File: config.mk
export PLATFORM = sky130hd
export DESIGN_NAME = dot_product_acc
export DESIGN_NICKNAME = d
export VERILOG_FILES = /design/src/rtl/dot_product_pkg.sv /design/src/rtl/dot_product_acc.sv
export SDC_FILE = /design/constraint.sdc
export NUM_CORES = 1
export LEC_CHECK = 0
export BUFFER_PORTS_ARGS = -buffer_cell sky130_fd_sc_hd__buf_2
export CAP_MARGIN = 20
export CORE_MARGIN = 2
export CORE_UTILIZATION = 35
export CTS_BUF_LIST = sky130_fd_sc_hd__clkbuf_16
export DETAILED_ROUTE_END_ITERATION = 8
export PLACE_DENSITY = 0.68
export SETUP_SLACK_MARGIN = 0.15
export SYNTH_ARGS = -nofsm -noshare
export SYNTH_HDL_FRONTEND = slang
export SYNTH_SLANG_ARGS = --single-unit
File: constraint.sdc
create_clock -name clk -period 2.2 [get_ports clk]
set_clock_uncertainty 0.05 [all_clocks]
set_input_delay 0.33 -clock clk [delete_from_list [all_inputs] [get_ports clk]]
set_output_delay 0.33 -clock clk [all_outputs]
set_load 0.02 [all_outputs]
File: src/rtl/dot_product_pkg.sv
// dot_product_pkg: shared helpers for the dot_product_acc block.
//   acc_width(n, max_len) - accumulator/result width that cannot overflow
//                           for max_len products of two n-bit operands
//   cnt_width(max_len)    - element counter width able to hold max_len
//   stage1_flags_t        - control half of the stage-1 register; the
//                           operand half depends on N and is declared in
//                           the block that knows N
package dot_product_pkg;

  function automatic int acc_width(input int n, input int max_len);
    return 2 * n + $clog2(max_len);
  endfunction

  function automatic int cnt_width(input int max_len);
    return $clog2(max_len + 1);
  endfunction

  typedef struct packed {
    logic last;
    logic valid;
  } stage1_flags_t;

endpackage

File: src/rtl/dot_product_acc.sv
// dot_product_acc: streaming dot-product stage around an external
// combinational multiplier.
//
// Ports:
//   clk, rst_n            rising-edge clock, synchronous active-low reset
//   in_valid/in_ready     operand pair handshake
//   in_a, in_b, in_last   unsigned elements, last marks the final element
//   mul_a, mul_b          registered operands driven to the multiplier
//   mul_p                 multiplier product (combinational from mul_a/mul_b)
//   out_valid/out_ready   result handshake
//   out_sum, out_count    dot product and number of elements in the vector
//   out_len_err           vector was cut at MAX_LEN without in_last
//
// Optional feature (macro DOT_PRODUCT_ACC_STATS_EN):
//   stat_vectors [15:0]   retired results, wraps
//   stat_len_errs [7:0]   retired results flagged out_len_err, saturates
module dot_product_acc
  import dot_product_pkg::*;
#(
  parameter  int N       = 8,
  parameter  int MAX_LEN = 16,
  localparam int CNT_W   = cnt_width(MAX_LEN),
  localparam int ACC_W   = acc_width(N, MAX_LEN)
) (
  input  logic             clk,
  input  logic             rst_n,
  input  logic             in_valid,
  output logic             in_ready,
  input  logic [N-1:0]     in_a,
  input  logic [N-1:0]     in_b,
  input  logic             in_last,
  output logic [N-1:0]     mul_a,
  output logic [N-1:0]     mul_b,
  input  logic [2*N-1:0]   mul_p,
  output logic             out_valid,
  input  logic             out_ready,
  output logic [ACC_W-1:0] out_sum,
  output logic [CNT_W-1:0] out_count,
  output logic             out_len_err
`ifdef DOT_PRODUCT_ACC_STATS_EN
  ,
  output logic [15:0]      stat_vectors,
  output logic [7:0]       stat_len_errs
`endif
);

  typedef struct packed {
    logic [N-1:0]  a;
    logic [N-1:0]  b;
    stage1_flags_t flags;
  } stage1_t;

  stage1_t          s1;
  logic [ACC_W-1:0] acc;
  logic [ACC_W-1:0] acc_sum;
  logic [CNT_W-1:0] cnt;
  logic [CNT_W-1:0] cnt_inc;
  logic             terminal;
  logic             stall;

  assign mul_a    = s1.a;
  assign mul_b    = s1.b;
  assign in_ready = ~stall;

  // A result that has not been taken freezes the whole pipe, so no element
  // can be accumulated into a result register that is still on display.
  always_comb begin
    stall    = out_valid & ~out_ready;
    acc_sum  = acc + ACC_W'(mul_p);
    cnt_inc  = cnt + CNT_W'(1);
    terminal = s1.flags.valid & (s1.flags.last | (cnt_inc == CNT_W'(MAX_LEN)));
  end

  // Stage 1 captures the accepted pair; the product of the pair in stage 1
  // is folded into the accumulator on the following unstalled edge. A
  // terminal element publishes the running sum and restarts the vector.
  always_ff @(posedge clk) begin
    if (!rst_n) begin
      s1          <= '0;
      acc         <= '0;
      cnt         <= '0;
      out_valid   <= 1'b0;
      out_sum     <= '0;
      out_count   <= '0;
      out_len_err <= 1'b0;
    end else if (!stall) begin
      s1.flags.valid <= in_valid;
      if (in_valid) begin
        s1.a          <= in_a;
        s1.b          <= in_b;
        s1.flags.last <= in_last;
      end
      out_valid <= terminal;
      if (terminal) begin
        out_sum     <= acc_sum;
        out_count   <= cnt_inc;
        out_len_err <= ~s1.flags.last;
        acc         <= '0;
        cnt         <= '0;
      end else if (s1.flags.valid) begin
        acc <= acc_sum;
        cnt <= cnt_inc;
      end
    end
  end

`ifdef DOT_PRODUCT_ACC_STATS_EN
  logic retire;
  assign retire = out_valid & out_ready;

  always_ff @(posedge clk) begin
    if (!rst_n) begin
      stat_vectors  <= '0;
      stat_len_errs <= '0;
    end else if (retire) begin
      stat_vectors <= stat_vectors + 16'd1;
      if (out_len_err && (stat_len_errs != 8'hFF)) begin
        stat_len_errs <= stat_len_errs + 8'd1;
      end
    end
  end
`endif

endmodule

==> metrics.txt, run 1 <==
status finished with violations; failing checks setup timing; DRT Pass-1 Iters 5; Hold Crit Depth 3; layout cell share with drive strength beyond 1 0.321; Power Density 716 mW/mm²; pin count of the biggest net entering global routing 40; die area about 0.012 mm²; Peak supply drop around 0.37 mV; Area after DPL 0.00432 mm²; CP arrival 2370 ps; Mapped Area 0.00376 mm²; Setup WS post-layout -23.0 ps; initial antenna violation count 0; Synthesis Warnings 0; Yosys reg bits 70; GRT overflow 0; R2R Path End out_sum[12]; GRT Util Overall 0.179; hold path startpoint in_a[2]; Post-Syn Instances approximately 470; DIE WIDTH ~110 µm; die height ~110 µm; worst setup path class reg2reg; post-layout min period 2220 ps; FILL cells between 1000 and 1500; DRC 0; Slew Limit Fails 0; Slew headroom 0.624; vias in the first global route between 3000 and 4000; WHS Endpoint mul_a[2]; HP Class in2reg; Reg2Reg Depth 9; Setup crit start kind register; port bufs 80; Worst EP required roughly 2400 ps; Area contributors post-synth dfxtp_1 37%, nand2_1 8.0%, a21oi_1 7.2%; EDFF count, synth 0; CTS sink count 70; worst reg2reg path startpoint acc[0]; clock root cell clkbuf_16; synthesized net count 520; share of the synthesized area in the top cell type 0.373; Antenna diodes 0; setup_tns -23.0 ps; Max H-tree Level 3; vias per cell approximately 5.5; final worst-path cycle share 1.01; P_leak around 2.0 nW; initial DRC count 245; Yosys cell types just over 60; Detail Route Antenna Nets 0; I/O Pins 81; layout overhead on the synthesized area 31.1%; Max Clk Rate 450 MHz; vias about 3800; Routed wire per std cell ~16 µm; final WL 11000 µm; Final nets 595; CP Capture Type register; Design Area, Final 0.00493 mm²; Num CTS Buffers 9; DP Cell Count around 660; GPL Wtd Cong between 0.8 and 0.9; core area 0.0104 mm²; clock slew at reported path FFs roughly 60 ps; maxcap violations 0; CTS tree done; Row Count 37; Synth Flop Type dfxtp_1; RSZ-0062 raised after global routing true; post-route insts no fill ~680; Mapped Avg Cell Area about 8.1 µm²; Yosys top cell by area dfxtp_1; maximum root-to-sink buffer count 2; initial core utilization 0.362; Final Hold Viols 0; sequential-to-total area share from yosys stat 0.373; first-pass GRT wire length about 17000 µm; Async SR Flop Fraction 0; reg2reg setup slack -20 ps; Detailed Place HPWL 7360 µm; Worst-Skew Late Latency between 300 and 400 ps; Max FO, Critical Path 4; Setup-failing EPs final 1; Slew @ Worst Pin roughly 560 ps
[layout by cell type (no fill, tap or decap), drive strengths merged, types with 7 or more instances in the layout]
master,synthesis,final
dfxtp,70,70
o21ai,13,13
xnor2,9,9
buf,23,110
or3,10,10
a211oi,7,7
nor2,24,24
a21oi,55,55
nand3,27,27
inv,5,7
nand2,81,81
clkbuf,23,9
a21o,9,9
ha,17,17
a31oi,9,9
[cells in the mapped netlist, types with 2 or more instances]
library cell	instances
nand2_1	80
dfxtp_1	70
a21oi_1	54
nand3_1	27
nor2_1	24
clkbuf_1	23
buf_4	17
ha_1	17
o21ai_0	11
or3_1	10
a21o_1	9
a31oi_1	9
xnor2_1	9
and2_1	6
nand2b_1	6
nand4_1	6
o2111ai_1	6
a211oi_1	5
nand3b_1	5
o211ai_1	5
a32oi_1	4
buf_2	4
inv_1	4
o21a_1	4
and3_1	3
mux2i_1	3
a21boi_0	2
a22oi_1	2
a31o_2	2
nor3_1	2
nor4_1	2
o21ai_1	2
o311ai_0	2
or4_1	2
xor2_1	2
[cell type report]
cell class                 count  area (µm²)  area share
clock inverter                 7        88.8      0.0180
timing repair buffer         110         638       0.130
sequential                    70        1400       0.285
inverter                       5        18.8     0.00381
multi-input combinational    344        2380       0.483
tap                          136         170      0.0345
clock buffer                   9         225      0.0457
[where the power goes]
group          total (W)  internal (W)  switching, W
sequential       0.00136       0.00132     0.0000381
combinational   0.000617      0.000256      0.000361
clock            0.00155      0.000986      0.000567
total            0.00353       0.00256      0.000966
[routing by layer]
layer | track usage | wire length [µm] | part of all wire
met1 | 0.226 | 4550 | 0.41
met2 | 0.303 | 5550 | 0.51
met3 | 0.0333 | 626 | 0.057
met4 | 0.0668 | 261 | 0.024
met5 | 0 | 0 | 0
[worst max path at each step]
stage	endpoint	startpoint	cells after the start
global placement	out_sum[12]	mul_p[0]	9
global route	out_sum[12]	acc[0]	9
floorplan	out_sum[12]	mul_p[0]	8
CTS	out_sum[12]	acc[0]	9
detailed placement	out_sum[12]	mul_p[0]	9
finish	out_sum[12]	acc[0]	9
[cells by family after synthesis]
family / synth area share
AOI/OAI and AO/OA: 0.243
and+or+nand+nor: 0.217
buffers and inverters: 0.0712
DFF: 0.373
xor gates and xnor gates: 0.0256
muxes: 0.00799
adders and majority gates: 0.0619
[sequential cells by signal, summed over array words and instances, names as in the netlist]
signal / flops
out_len_err: 1
out_count: 5
s1: 2
acc: 20
mul_b: 8
cnt: 5
mul_a: 8
out_valid: 1
out_sum: 20
[worst max-delay path, stage by stage, from the launching register on]
cell	delay [ps]
dfxtp_2	340
ha_4	160
fa_2	350
a211oi_2	210
o21a_4	190
a21oi_2	80
o211a_1	230
buf_4	150
o2111ai_4	180
o311ai_2	140
[through the flow]
step                total power [W]  hold slack (ps)  worst slack, ps  utilization
floorplan                   0.00176              386             4.80            -
global placement            0.00191              389             -151        0.417
detailed placement          0.00192              396             -216        0.417
CTS                         0.00347              182            -11.6        0.454
global route                0.00365              188            -76.8        0.475
finish                      0.00353              178            -23.0        0.475
[repair_timing]
action	in CTS	in global routing
setup buffers	2	0
setup endpoints to repair	15	24
hold buffers	0	0
pin swaps	11	11
resized for setup	12	37
hold endpoints to repair	0	0
Power figures use the tool's default switching activity.
==> run 2: changes to the inputs <==
ABC_AREA = 1   (was not set)
REMOVE_ABC_BUFFERS = 1   (was not set)
==> run 2 against run 1 <==
Compared with the run above:
- the flow now finishes without violations
- global-route usage is 0.61 points lower
- clock-buffer cell count stayed put
- critical path depth is 1 lower
- utilization is 4.9 points lower
- synthesized cell count is 19% higher
- register-to-register slack better by 330 ps
- worst setup slack better by 330 ps
- via count is 2.2% lower
- cell count is 11% higher
- first-iteration DRC count is 6.1% lower
- die area is 0.10% lower
- largest power group is now registers
==> metrics.txt, run 2 <==
Internal 0.00228 W; layout cell share with drive strength beyond 1 0.179; most frequent cells after synthesis 148 x nand2_1, 82 x nor2_1, 70 x dfxtp_1, 57 x a21oi_1, 41 x inv_1; sequential fraction of design power 0.427; Async SR Flop Fraction 0; Slew headroom 0.696; Peak supply drop 0.393 mV; layout overhead on the synthesized area 17.7%; Antenna diodes 0; Critical Path Max Stage Delay about 340 ps; CP arrival about 2100 ps; die area between 0.01 and 0.015 mm²; FILL cells about 1100; Post-Syn Instances approximately 550; port bufs 80; Setup crit start kind register; pin count of the biggest net entering global routing 32; most common cell after layout, fill and taps aside nand2_1; setup_tns 0 ps; Net Sw Frac 0.292; Psw 0.000938 W; Worst EP required roughly 2400 ps; Area contributors post-synth dfxtp_1 37%, nand2_1 15%, nor2_1 8.2%; met3 Resource Use GR 0.0418; Slew Limit Fails 0; I/O Pins 81; final worst-path cycle share 0.859; Final Hold Viols 0; GRT met1 Usage 0.204; crit path cell chain ha_1, nand2_1, inv_1, a21oi_1, nand3_1, xor2_1, nand2_1, a21oi_1; worst hold slack 203 ps; Row Count 37; Max Clk Rate around 530 MHz; Routed wire per std cell 12.7 µm; Synth Flop Type dfxtp_1; core area 0.0104 mm²; Slowest-stage cell, CP ha_1; Max FO, Critical Path 4; RSZ-0062 raised after global routing true; Num CTS Buffers 9; P_leak between 2 and 2.5 nW; Yosys reg bits 70; Reg2Reg Depth 8; vias 3675; GRT overflow 0; share of the synthesized area in the top cell type 0.373; initial DRC count 230; Mapped Avg Cell Area between 6 and 7 µm²; Yosys top cell by area dfxtp_1; WP depth 8; first-pass GRT wire length ~16000 µm; DRT Pass-1 Iters 6; Yosys cell types 28; Hold Crit Depth 3; Slew @ Worst Pin between 400 and 500 ps; initial core utilization 0.362; CP Capture Type register; final WL a little under 10000 µm; DRC 0; Clk pwr share 0.396; clock root cell clkbuf_16; Combinational Power Share 0.177; maxcap violations 0; vias in the first global route 3563; Largest delay share family, worst path simple AND/OR/NAND/NOR gates; CTS tree done; Detail Route Antenna Nets 0; most common cell in the netlist nand2_1; Max H-tree Level 3; initial antenna violation count 0; Final nets 671; Top Usage Layer GRT met2; Power Density roughly 730 mW/mm²; post-layout min period ~1900 ps; Setup-failing EPs final 0; GPL Wtd Cong slightly below 0.9; maximum root-to-sink buffer count 2; CTS sink count 70; DIE WIDTH ~110 µm; Mapped Area 0.00375 mm²; commonest non-fill, non-tap cells in the layout 148 x nand2_1, 82 x nor2_1, 80 x buf_2; HP Class in2reg; status finished clean; CP bufs+invs 1; die height approximately 110 µm; EDFF count, synth 0; Regs by FF count acc x20, out_sum x20; sequential-to-total area share from yosys stat 0.373; Detailed Place HPWL around 7000 µm; vias per cell slightly below 5; worst setup path class reg2reg; clock slew at reported path FFs 50 ps; Worst-Skew Late Latency between 300 and 400 ps; met2 usage 0.297; GRT Util Overall 0.173; Synthesis Warnings 0
==> run 2: cell count changes after synthesis, sizes merged, moves of 10 or more <==
cell,previous run,this run
clkbuf,23,11
or3,10,0
o21ai,13,43
nor2,24,83
inv,5,44
nand2,81,152
==> run 2: through the flow <==
step                       util  area [µm²]  total power [W]  worst slack, ps  std cells
after floorplan               -        3530          0.00177              341        519
after global placement    0.400        4150          0.00195              156        741
after detailed placement  0.400        4150          0.00196              114        741
after CTS                 0.425        4410          0.00324              234        757
after global routing      0.426        4420          0.00338              136        757
final                     0.426        4420          0.00321              311        757
==> run 2: per-layer routing <==
metal / routed length (µm) / up-vias
li1: - / 1884
met5: 0 / -
met2: 4660 / 95
met4: 225 / 0
met1: 4330 / 1678
met3: 432 / 18
==> run 2: path summary, 6_finish.rpt <==
kind	startpoint	to	slack, ps
setup / recovery	acc[7]	acc[9]	310
hold / removal	in_a[6]	mul_a[6]	200
setup reg to reg	acc[7]	acc[9]	310
hold reg to reg	s1[1]	out_len_err	380
==> run 2: tightest hold or removal path, stage by stage <==
cell	delay, ps
buf_2	70
o21ai_0	70
nor2_1	80
==> run 2: layout make-up <==
cell class / count / area (µm²) / share of cell area
multi-input cells: 404 / 1970 / 0.445
flip-flops and latches: 70 / 1400 / 0.317
repair buffers: 86 / 445 / 0.101
clock buffers: 9 / 225 / 0.0510
inverters: 45 / 178 / 0.0402
well taps: 136 / 170 / 0.0385
clock inverters: 7 / 33.8 / 0.00764
==> run 2: logic make-up after synthesis <==
logic type / count (synthesis) / synth area share
AND/OR/NAND/NOR: 275 / 0.301
AO/OA/AOI/OAI: 101 / 0.135
buffers and inverters: 79 / 0.105
flip-flops: 70 / 0.373
adder cells (fa/ha/maj): 18 / 0.0620
XOR/XNOR: 10 / 0.0233
==> run 2: timing repair <==
item / CTS / global route
hold endpoints to repair: 0 / 0
hold buffers: 0 / 0
setup endpoints to repair: 0 / 20
gates resized for setup: 0 / 4
setup buffers: 0 / 0
==> run 2: power by group through the flow <==
stage | Combinational, W | Clock, W | Sequential [W]
after floorplan | 0.000333 | 0 | 0.00144
after global placement | 0.000550 | 0 | 0.00140
after detailed placement | 0.000562 | 0 | 0.00140
after CTS | 0.000566 | 0.00130 | 0.00137
after global routing | 0.000642 | 0.00135 | 0.00138
final | 0.000568 | 0.00127 | 0.00137
